File: src/rtl/fifo_frame_reader.sv
// Pops words from a non-show-ahead FIFO, packs WORDS of them into one frame and
// hands the frame downstream over a valid/ready handshake.
module fifo_frame_reader #(
   parameter int WIDTH = 64,
   parameter int WORDS = 4
) (
   input  logic                   CLK,
   input  logic                   nRST,
   input  logic                   RDEMPTY,
   input  logic [WIDTH-1:0]       Q,
   output logic                   RDREQ,
   input  logic                   FLUSH,
   output logic [WORDS*WIDTH-1:0] FRAME,
   output logic                   FRAME_VALID,
   input  logic                   FRAME_READY,
   output logic [15:0]            FRAME_COUNT
);

   localparam int CW = $clog2(WORDS + 1);
   localparam int IW = (WORDS > 1) ? $clog2(WORDS) : 1;
   localparam logic [CW-1:0] WORDS_C  = CW'(WORDS);
   localparam logic [IW-1:0] LAST_IDX = IW'(WORDS - 1);

   typedef enum logic [1:0] {
      IDLE = 2'd0,
      READ = 2'd1,
      HOLD = 2'd2
   } state_t;

   state_t           state;
   state_t           next_state;
   logic [CW-1:0]    issued;
   logic [IW-1:0]    idx;
   logic             in_flight;
   logic             frame_valid;
   logic [15:0]      frame_count;
   logic [WIDTH-1:0] frame_q [WORDS];

   logic             rdreq_c;
   logic             capture;
   logic             accept;
   logic             clear;

   always_ff @(posedge CLK) begin
      if (!nRST) begin
         state <= IDLE;
      end else begin
         state <= next_state;
      end
   end

   always_comb begin
      next_state = state;
      rdreq_c    = 1'b0;
      capture    = 1'b0;
      accept     = 1'b0;
      clear      = 1'b0;
      case (state)
         IDLE: begin
            next_state = READ;
         end
         READ: begin
            rdreq_c = !RDEMPTY && (issued < WORDS_C) && !FLUSH;
            // A word already popped when FLUSH arrives is simply not written
            capture = in_flight && !FLUSH;
            clear   = FLUSH;
            if (capture && (idx == LAST_IDX)) begin
               next_state = HOLD;
            end
         end
         HOLD: begin
            accept = frame_valid && FRAME_READY && !FLUSH;
            if (FLUSH || accept) begin
               clear      = 1'b1;
               next_state = READ;
            end
         end
         default: begin
            next_state = IDLE;
         end
      endcase
   end

   always_ff @(posedge CLK) begin
      if (!nRST) begin
         issued      <= '0;
         idx         <= '0;
         in_flight   <= 1'b0;
         frame_valid <= 1'b0;
         frame_count <= '0;
         for (int i = 0; i < WORDS; i++) begin
            frame_q[i] <= '0;
         end
      end else begin
         // Q is valid the cycle after RDREQ, so in_flight marks the word to capture
         in_flight <= rdreq_c;
         if (clear) begin
            issued <= '0;
            idx    <= '0;
         end else begin
            if (rdreq_c) begin
               issued <= issued + 1'b1;
            end
            if (capture) begin
               idx <= idx + 1'b1;
            end
         end
         if (capture) begin
            frame_q[idx] <= Q;
         end
         if (capture && (idx == LAST_IDX)) begin
            frame_valid <= 1'b1;
         end else if ((state == HOLD) && clear) begin
            frame_valid <= 1'b0;
         end
         if (accept) begin
            frame_count <= frame_count + 16'd1;
         end
      end
   end

   for (genvar g = 0; g < WORDS; g++) begin : g_frame
      assign FRAME[g*WIDTH +: WIDTH] = frame_q[g];
   end

   assign RDREQ       = rdreq_c;
   assign FRAME_VALID = frame_valid;
   assign FRAME_COUNT = frame_count;

endmodule

File: config.mk
export PLATFORM = sky130hd
export DESIGN_NAME = fifo_frame_reader
export DESIGN_NICKNAME = d
export VERILOG_FILES = /design/src/rtl/fifo_frame_reader.sv
export SDC_FILE = /design/constraint.sdc
export NUM_CORES = 1
export LEC_CHECK = 0
export BUFFER_PORTS_ARGS = -buffer_cell sky130_fd_sc_hd__buf_2
export CAP_MARGIN = 30
export CORE_ASPECT_RATIO = 0.7
export CORE_MARGIN = 1.5
export CORE_UTILIZATION = 55
export DETAILED_ROUTE_END_ITERATION = 12
export PLACE_DENSITY = 0.85
export SLEW_MARGIN = 20
export SYNTH_ARGS = -nofsm -noshare
export SYNTH_HDL_FRONTEND = slang
export SYNTH_SLANG_ARGS = --single-unit
File: constraint.sdc
create_clock -name CLK -period 16.04 [get_ports CLK]
set_input_delay 3.208 -clock CLK [delete_from_list [all_inputs] [get_ports CLK]]
set_output_delay 3.208 -clock CLK [all_outputs]
set_load 0.1 [all_outputs]
* Word level (Yosys, flattened, before mapping)
Memory sizes are Yosys's and may differ from the RTL's. Cells that the tools add are included.
Word-level totals: output and inout bits 274, bits in registers 25, memories kept 1, memory bits (writable) 256, word-level logic and storage cells 50, bits of input ports 69
Memory list:
- frame_q | depth 4, width 64, rd ports 4, clocked after Yosys merged registers in 0, write ports 4, RTL line 37 | logic [WIDTH-1:0] frame_q [WORDS];
Operators by class: $lt $le $gt $ge 1, reductions and logical operators 16, bitwise operators 1, equal/unequal tests 5, muxes and demuxes 17, add/subtract/negate cells 3
Operators with widths (number):
- $mux 64 | 1
- $reduce_or 64->1 | 1
- $add 16x1->16 const B | 1
- $mux 1 | 11
- $logic_and 1x1->1 | 8
- $mux 2 | 3
- $pmux 2 s3 | 1
- $eq 2x2->1 const B | 2
- $ne 2x2->1 const B | 2
- $add 3x1->3 const B | 1
- $lt 3x3->1 const B | 1
- $add 2x1->2 const B | 1
- $eq 2x1->1 const B | 1
- $logic_not 1->1 | 2
- $logic_not 2->1 | 1
- $pmux 1 s2 | 1
- $reduce_and 2->1 | 1
- $reduce_bool 2->1 | 1
- $reduce_or 2->1 | 1
- $logic_or 1x1->1 | 1
- $not 1->1 | 1

* Depth between registers and ports, before layout
Gate-level depths: netlist of run 1.
word-level depth 8, gate-level depth with buffers 9, depth with buffers taken out 6

* Worst setup path before layout of run 1
Ideal clock, no wire load.
path type input port to flip-flop, from input port FLUSH, to memory frame_q[2][0], enable pin, arrival time 8030 ps, data required time 15466 ps, buffers on the path 1, library setup time 574 ps, setup slack 7436 ps, cell stages on the path 4, cells stage by stage buf_2 inv_1 nand3_1 o21ai_0
RTL lines:
- from (decl) | RTL line 12 | input logic FLUSH,
- to (decl) | RTL line 37

* Final worst setup path of run 1
from input port FLUSH, to output port RDREQ
Between the ends: word-level cells in the longest chain between the ends 3
RTL lines:
- $logic_not 1->1 | RTL line 63 | rdreq_c = !RDEMPTY && (issued < WORDS_C) && !FLUSH;
- $logic_and 1x1->1 | RTL line 63
- $mux 1 | RTL line 58 | case (state)
- to (decl) | RTL line 11 | output logic RDREQ,
Every way passes these cells.

==> out/qor.csv, run 1 <==
metric,value,unit
Iter 0 DRT Violations,673,
number of top-level pins,343,
post-synth top area cell,edfxtp_1,
DRT antenna net count,0,
slew margin rel.,47.8,%
site row count,42,
HPWL after DPL,16900,µm
htree depth,1,
cell repeated most along the worst path,buf_2,
Post-CTS Hold Buffers,0,
clock buffer depth,3,
Worst Path Required,12.83,ns
Num CTS Buffers,26,
reg2reg setup slack,13.21,ns
"Reg clk slew, reported paths",0.06,ns
TritonCTS clock tree,done,
Area contributors post-synth,"edfxtp_1, and2_1, dfxtp_1",
"Avg Cell Area, Syn",15.4,µm²
Core Area,0.0190,mm²
share of post-route cells with drive strength above 1,38.1,%
crit end category,output pin,
mapped cell area,0.0107,mm²
Seq. cell area,0.00819,mm²
post-synth cell types,38,
worst-margin pin slew,0.783,ns
Final nets,1113,
status,"complete, no violations",
grt total ovfl,0,
vias post-DR,6974,
DRT Wirelength,26100,µm
Global Route Usage Sum,25.5,%
crit path max-delay cell type,buf_2,
Multi-input gate area,0.00240,mm²
largest net degree at the start of global routing,73,
Skew-Pair Late Insertion Delay,0.51,ns
WHS Path Cells,2,
DRC viols,0,
Clock Tree Root,clkbuf_16,
reg-to-reg endpoint,frame_q[3][13],
first-pass GRT wire length,39200,µm
# fillers,1276,
setup TNS,0,ns
Yosys reg bits,281,
final setup violation count,0,
Fin. Hold Viols,0,
Hold WC Path Type,register to register,
hold path endpoint,FRAME_COUNT[15],
clk_skew,0.00645,ns
fmax,132,MHz
delay of the slowest critical-path stage,0.52,ns
"leading cell type in the layout, fill and taps excluded",buf_2,
port bufs,342,
Pleak,0.00611,µW
"Seq/Total Area, Yosys",76.3,%
Adder-Cell Fraction of Synth Area,0.933,%
VDD IR max,85.6,µV
Die H,120,µm
Synth top area share,71.7,%
vias in the first global route,6803,
Pins Over Slew Limit,0,
R2R depth,7,
Routed WL per cell,19.8,µm
post-cts resize count,0,
Tmin final,7.57,ns
Horiz. Die Dim,170,µm
GPL Wtd Cong,0.876,
Max Cap Violations,0,
unrepaired setup endpoints after global routing,no,
TritonRoute pass-1 iters,5,
"commonest non-fill, non-tap cells in the layout","buf_2, edfxtp_1, and2_1",
vias per cell,5.28,
multiplexer share of the synthesized area,0.280,%
syn nets,772,
postcts setup bufs,0,
Clock Sinks,281,
Tcrit/Tclk final,47.2,%
Starting Density,56.4,%
post-synthesis simple-gate area fraction,18.7,%
Compound-Gate Fraction of Synth Area,0.875,%
RR Startpoint,state[1],
WHS,0.495,ns
fraction of registers with async set/reset,0,%
Post-synth EDFFs,256,
critical path class,input pin to output pin,
initial antenna violation count,1,
die footprint,0.0204,mm²
main combinational cell family by area after synthesis,simple AND/OR/NAND/NOR gates,
Area Overhead vs Synth,27.3,%
"Arr. time, crit path",4.36,ns
HP Start,FRAME_COUNT[15],
Power Density,125,mW/mm²
crit-path max FO,9,
Synth Area in XOR/XNOR,1.14,%
crit path cell chain,"buf_2, nor4b_2, buf_2",
Post-Syn Instances,695,
CP startpoint kind,input pin,
yosys warns,0,
Main synth FF type,edfxtp_1,
[metal layers]
layer,wire (µm),global-route usage [%],up-vias
met1,10400,34.0,3388
li1,-,-,3154
met2,12300,41.1,378
met5,0,0,-
met3,2670,7.49,54
met4,741,7.47,0
[final cells by class]
type / instances / area share (%)
flip-flops and latches: 281 / 60.0
multi-input cells: 367 / 17.6
clock buffers: 31 / 5.06
diodes: 1 / 0.0183
repair buffers: 352 / 13.6
inverters: 8 / 0.220
clock inverters: 16 / 1.12
well taps: 264 / 2.42
[worst max path at each step]
stage | cells past startpoint | endpoint | slack [ns] | from
after global placement | 3 | RDREQ | 8.49 | FLUSH
after detailed placement | 3 | RDREQ | 8.47 | FLUSH
after floorplan | 4 | frame_q[2][0] | 7.44 | FLUSH
after global routing | 3 | RDREQ | 8.41 | FLUSH
after CTS | 3 | RDREQ | 8.47 | FLUSH
final | 3 | RDREQ | 8.47 | FLUSH
[critical path, delay by kind of cell]
family / cells / cell delay [ns]
buffers and inverters: 2 / 0.67
and+or+nand+nor: 1 / 0.48
[power breakdown]
part	internal (µW)	total (µW)	switching (µW)
combinational	36.7	265	228
sequential	822	832	9.75
clock	355	610	255
[synth_stat cells (3+ instances only)]
cell / instances
xor2_1: 3
inv_1: 7
nand3_1: 7
and2_1: 194
o21ai_0: 5
nand4_1: 4
xnor2_1: 11
a21oi_1: 6
ha_1: 8
edfxtp_1: 256
dfxtp_1: 25
nand2b_1: 3
nor4_1: 6
and3_1: 64
nand2_1: 11
clkbuf_1: 29
clkbuf_2: 5
mux2i_1: 3
buf_2: 4
nor3_1: 3
nor2_1: 22
[stage by stage]
stage / setup WS, ns / power [µW] / area [µm²] / utilization [%] / cells
final: 8.47 / 1710 / 13700 / 71.8 / 1320
after global routing: 8.41 / 1750 / 13700 / 71.8 / 1320
after CTS: 8.47 / 1710 / 13600 / 71.5 / 1317
after detailed placement: 8.47 / 1110 / 12800 / 67.1 / 1270
after global placement: 8.49 / 1110 / 12700 / 66.8 / 1268
after floorplan: 7.44 / 1060 / 10700 / - / 695
[registers in the layout (all words and copies together), names as in the netlist]
register     cells
FRAME_COUNT     16
FRAME_VALID      1
in_flight        1
idx              2
state            2
frame_q        256
issued           3
[logic make-up after synthesis]
kind of cell | count (synthesis)
simple gates | 326
flops | 281
mux | 3
compound gates | 16
buf+inv | 47
fa+ha+maj | 8
xor+xnor | 14
Power figures use the tool's default switching activity.
==> run 2: changes to the inputs <==
Settings changed: ABC_AREA from default to 1, CORE_UTILIZATION 55 to 50, PLACE_DENSITY 0.85 to 0.79.
Clock period 16.04 ns to 7.7 ns, I/O delays scaled along.
==> out/qor.csv, run 2 <==
metric,value,unit
WHS,0.503,ns
fraction of registers with async set/reset,0,%
top post-synthesis cells by count,"edfxtp_1, nor2_1, inv_1",
"Avg Cell Area, Syn",13.0,µm²
main combinational cell family by area after synthesis,simple AND/OR/NAND/NOR gates,
"Reg clk slew, reported paths",0.07,ns
DRT antenna net count,0,
post-cts resize count,0,
port bufs,342,
mapped cell area,0.0105,mm²
fmax,247,MHz
max reg flops,256,
Compound-Gate Fraction of Synth Area,1.17,%
vias per cell,5.14,
largest net degree at the start of global routing,76,
Starting Density,50.8,%
Comb power frac,15.4,%
share of post-route cells with drive strength above 1,34.6,%
Seq. cell area,0.00819,mm²
Clock Sinks,281,
diode count,0,
Main synth FF type,edfxtp_1,
unrepaired setup endpoints after global routing,no,
TritonRoute pass-1 iters,5,
VDD IR max,206,µV
Synth Area in XOR/XNOR,0.250,%
htree depth,1,
crit end category,output pin,
Adder-Cell Fraction of Synth Area,0.952,%
Hold WC Path Type,register to register,
GPL Wtd Cong,0.849,
yosys warns,0,
"leading cell type in the layout, fill and taps excluded",buf_2,
Num CTS Buffers,26,
internal power,2570,µW
Post-CTS Hold Buffers,0,
Global Route Usage Sum,23.5,%
Post-Syn Instances,808,
clock buffer depth,3,
post-synth top area cell,edfxtp_1,
clock share of power,36.7,%
NetSw,1050,µW
"Arr. time, crit path",2.51,ns
Biggest register,frame_q,
Fin. Hold Viols,0,
CP startpoint kind,input pin,
switch share,29.0,%
Multi-input gate area,0.00180,mm²
Horiz. Die Dim,176,µm
initial antenna violation count,0,
critical path class,input pin to output pin,
TritonCTS clock tree,done,
Pins Over Slew Limit,0,
# fillers,1581,
DRC viols,0,
"Seq/Total Area, Yosys",77.9,%
grt total ovfl,0,
syn nets,885,
Inst Count DP,1394,
Reg power frac,47.9,%
Die H,124,µm
Iter 0 DRT Violations,545,
Area Overhead vs Synth,27.2,%
clk_skew,0.00932,ns
Tmin final,4.05,ns
post-synth cell types,22,
HPWL after DPL,16900,µm
Synth top area share,73.1,%
number of top-level pins,343,
worst-margin pin slew,0.863,ns
Core Area,0.0207,mm²
Worst Path Required,6.16,ns
final setup violation count,0,
Yosys reg bits,281,
first-pass GRT wire length,39400,µm
cell area after layout,0.0134,mm²
Clock Tree Root,clkbuf_16,
site row count,44,
Final nets,1226,
Pleak,0.00597,µW
DRT Wirelength,26700,µm
setup TNS,0,ns
die footprint,0.0219,mm²
Skew-Pair Late Insertion Delay,0.52,ns
status,"complete, no violations",
most frequent cell after synthesis,edfxtp_1,
Non-Filler Instances,1445,
Routed WL per cell,18.5,µm
postcts setup bufs,0,
Area contributors post-synth,"edfxtp_1, nor2_1, dfxtp_1",
vias post-DR,7428,
"commonest non-fill, non-tap cells in the layout","buf_2, edfxtp_1, nor2_1",
multiplexer share of the synthesized area,0,%
Tcrit/Tclk final,52.6,%
slew margin rel.,42.2,%
Post-synth EDFFs,256,
Max Cap Violations,0,
crit-path max FO,7,
Power Density,271,mW/mm²
vias in the first global route,7075,
post-synthesis simple-gate area fraction,14.3,%
"Core Util, Final",64.6,%
Placed Area,0.0124,mm²
[run 2: cell types whose count changed after synthesis, moves of 39 or more]
cell and change:
inv_1 +79, and3_1 -64, nor3_1 +65, and2_1 -194, nor2_1 +206, nand2_1 +39
[run 2: power by group through the flow]
stage	combinational [µW]	sequential [µW]	clock, µW
detailed placement	553	1770	0
CTS	553	1740	1350
global placement	548	1760	0
finish	557	1730	1330
global route	576	1740	1410
floorplan	83.4	2140	0
[run 2: routing by layer]
layer  part of all wire (%)  wire length (µm)  vias to the layer above  global-route usage, %
met5                      0                 0                        -                      0
met4                    2.4               653                        0                   6.68
met3                     11              2810                       50                   7.84
met2                     48             12700                      416                   38.1
met1                     39             10500                     3565                   30.5
li1                       -                 -                     3397                      -
[run 2: through the flow]
stage | power [µW] | setup WS, ns
3_5_place_dp | 2320 | 3.67
4_1_cts | 3630 | 3.66
5_1_grt | 3720 | 3.58
6_report | 3620 | 3.65
3_3_place_gp | 2310 | 3.68
2_1_floorplan | 2220 | 0.864
[run 2: logic make-up (layout without fill, tap and decap cells)]
logic type	count (synthesis)	after routing
compound gates	24	24
xor+xnor	3	3
fa+ha+maj	8	8
buf+inv	126	487
flops	281	281
simple gates	366	366
[run 2: final cells by class]
cell class,count,share of cell area (%)
Sequential cell,281,61.2
Multi-Input combinational cell,401,13.4
Timing Repair Buffer,350,13.6
Clock inverter,11,0.757
Clock buffer,37,5.96
Tap cell,276,2.58
Inverter,89,2.52
[run 2: worst paths after layout]
kind	startpoint	end	slack, ns	depth (start not counted)
worst max-delay path	FLUSH	RDREQ	3.65	5
worst min-delay path	issued[1]	issued[1]	0.50	2
worst max register to register	state[1]	frame_q[2][8]	4.92	5
worst min register to register	issued[1]	issued[1]	0.50	2
[run 2: worst max-delay path, cell delays in order]
cell,delay (ns)
buf_2,0.11
inv_2,0.11
nand3_1,0.17
inv_1,0.14
buf_2,0.44
==> run 3: changes to the inputs <==
Settings changed: CORE_UTILIZATION 50 to 46, PLACE_DENSITY 0.79 to 0.76.
Clock period 7.7 ns to 3.68 ns, I/O delays scaled along.
==> out/qor.csv, run 3 (same netlist as run 2, synthesis figures left out) <==
metric,value,unit
Tcrit/Tclk final,75.7,%
PnR worst setup slack,0.894,ns
DRC viols,0,
Iter 0 DRT Violations,534,
Skew-Pair Late Insertion Delay,0.52,ns
DRT Wirelength,26700,µm
"leading cell type in the layout, fill and taps excluded",buf_2,
"Arr. time, crit path",2.05,ns
Inst Count DP,1437,
HPWL after DPL,17400,µm
vias per cell,4.86,
Non-Filler Instances,1484,
clk_skew,0.00934,ns
max reg flops,256,
Clock Tree Root,clkbuf_16,
setup TNS,0,ns
GPL Wtd Cong,0.862,
"Core Util, Final",59.1,%
die footprint,0.0238,mm²
reg2reg setup slack,1.33,ns
R2R depth,9,
fmax,359,MHz
Routed WL per cell,18.0,µm
WHS Path Cells,2,
number of top-level pins,343,
Setup WS pre-CTS,0.901,ns
Post-CTS Hold Buffers,0,
TritonCTS clock tree,done,
VDD IR max,425,µV
Starting Density,46.6,%
Area Overhead vs Synth,26.8,%
port bufs,342,
grt total ovfl,0,
hold path endpoint,issued[2],
post-cts resize count,0,
Pins Over Slew Limit,0,
Hold WC Path Type,register to register,
critical path class,register to output pin,
RR Startpoint,state[1],
clock buffer depth,3,
reg-to-reg endpoint,frame_q[1][42],
htree depth,1,
Global Route Usage Sum,21.6,%
total power,7330,µW
first-pass GRT wire length,39200,µm
postcts setup bufs,0,
DRT antenna net count,0,
unrepaired setup endpoints after global routing,no,
diode count,0,
Fin. Hold Viols,0,
vias in the first global route,6851,
status,"complete, no violations",
worst-margin pin slew,0.999,ns
Num CTS Buffers,27,
Core Area,0.0226,mm²
slew margin rel.,33.4,%
final setup violation count,0,
site row count,46,
Max Cap Violations,0,
CP startpoint kind,register,
Die H,130,µm
Final nets,1231,
Clock Sinks,281,
TritonRoute pass-1 iters,5,
"Reg clk slew, reported paths",0.06,ns
crit end category,output pin,
crit-path max FO,5,
Tmin final,2.79,ns
vias post-DR,7213,
Horiz. Die Dim,184,µm
Biggest register,frame_q,
initial antenna violation count,2,
Power Density,550,mW/mm²
largest net degree at the start of global routing,86,
HP Start,issued[2],
"commonest non-fill, non-tap cells in the layout","buf_2, edfxtp_1, nor2_1",
Pleak,0.00592,µW
Worst Path Required,2.94,ns
share of post-route cells with drive strength above 1,34.1,%
[run 3: worst max path at each step]
stage	from	endpoint	cells past startpoint
6_report	state[1]	RDREQ	5
5_1_grt	state[1]	RDREQ	5
4_1_cts	state[1]	RDREQ	5
3_5_place_dp	nRST	frame_q[1][40]	8
3_3_place_gp	nRST	frame_q[1][40]	8
2_1_floorplan	nRST	frame_q[0][0]	9
[run 3: per-layer routing]
layer / vias up / global-route usage (%) / part of all wire, %
met5: - / 0 / 0.049
met4: 2 / 4.29 / 1.4
met3: 26 / 6.52 / 9.9
met2: 361 / 35.2 / 47
met1: 3410 / 29.1 / 42
li1: 3414 / - / -
[run 3: worst max-delay path, stage by stage (launching register included)]
cell and delay (ns):
dfxtp_1 0.34, inv_1 0.12, ha_1 0.29, nand3_1 0.18, inv_1 0.14, buf_2 0.46
[run 3: where the power goes]
| part | switching (µW) | internal, µW |
|---|---|---|
| logic | 1020 | 146 |
| registers | 41.3 | 3590 |
| clock network | 1130 | 1410 |
| total | 2190 | 5140 |
[run 3: metrics by stage]
| step | area [µm²] | hold WS [ns] |
|---|---|---|
| final | 13300 | 0.479 |
| after global routing | 13300 | 0.499 |
| after CTS | 13300 | 0.480 |
| after detailed placement | 12600 | 0.468 |
| after global placement | 12600 | 0.455 |
| after floorplan | 10500 | 0.437 |
[run 3: layout make-up]
class                   instances  area (µm²)
clock inverters                13        83.8
flip-flops and latches        281        8190
inverters                      89         337
multi-input cells             401        1800
repair buffers                354        1840
well taps                     312         390
fillers                      1807        9230
clock buffers                  34         702
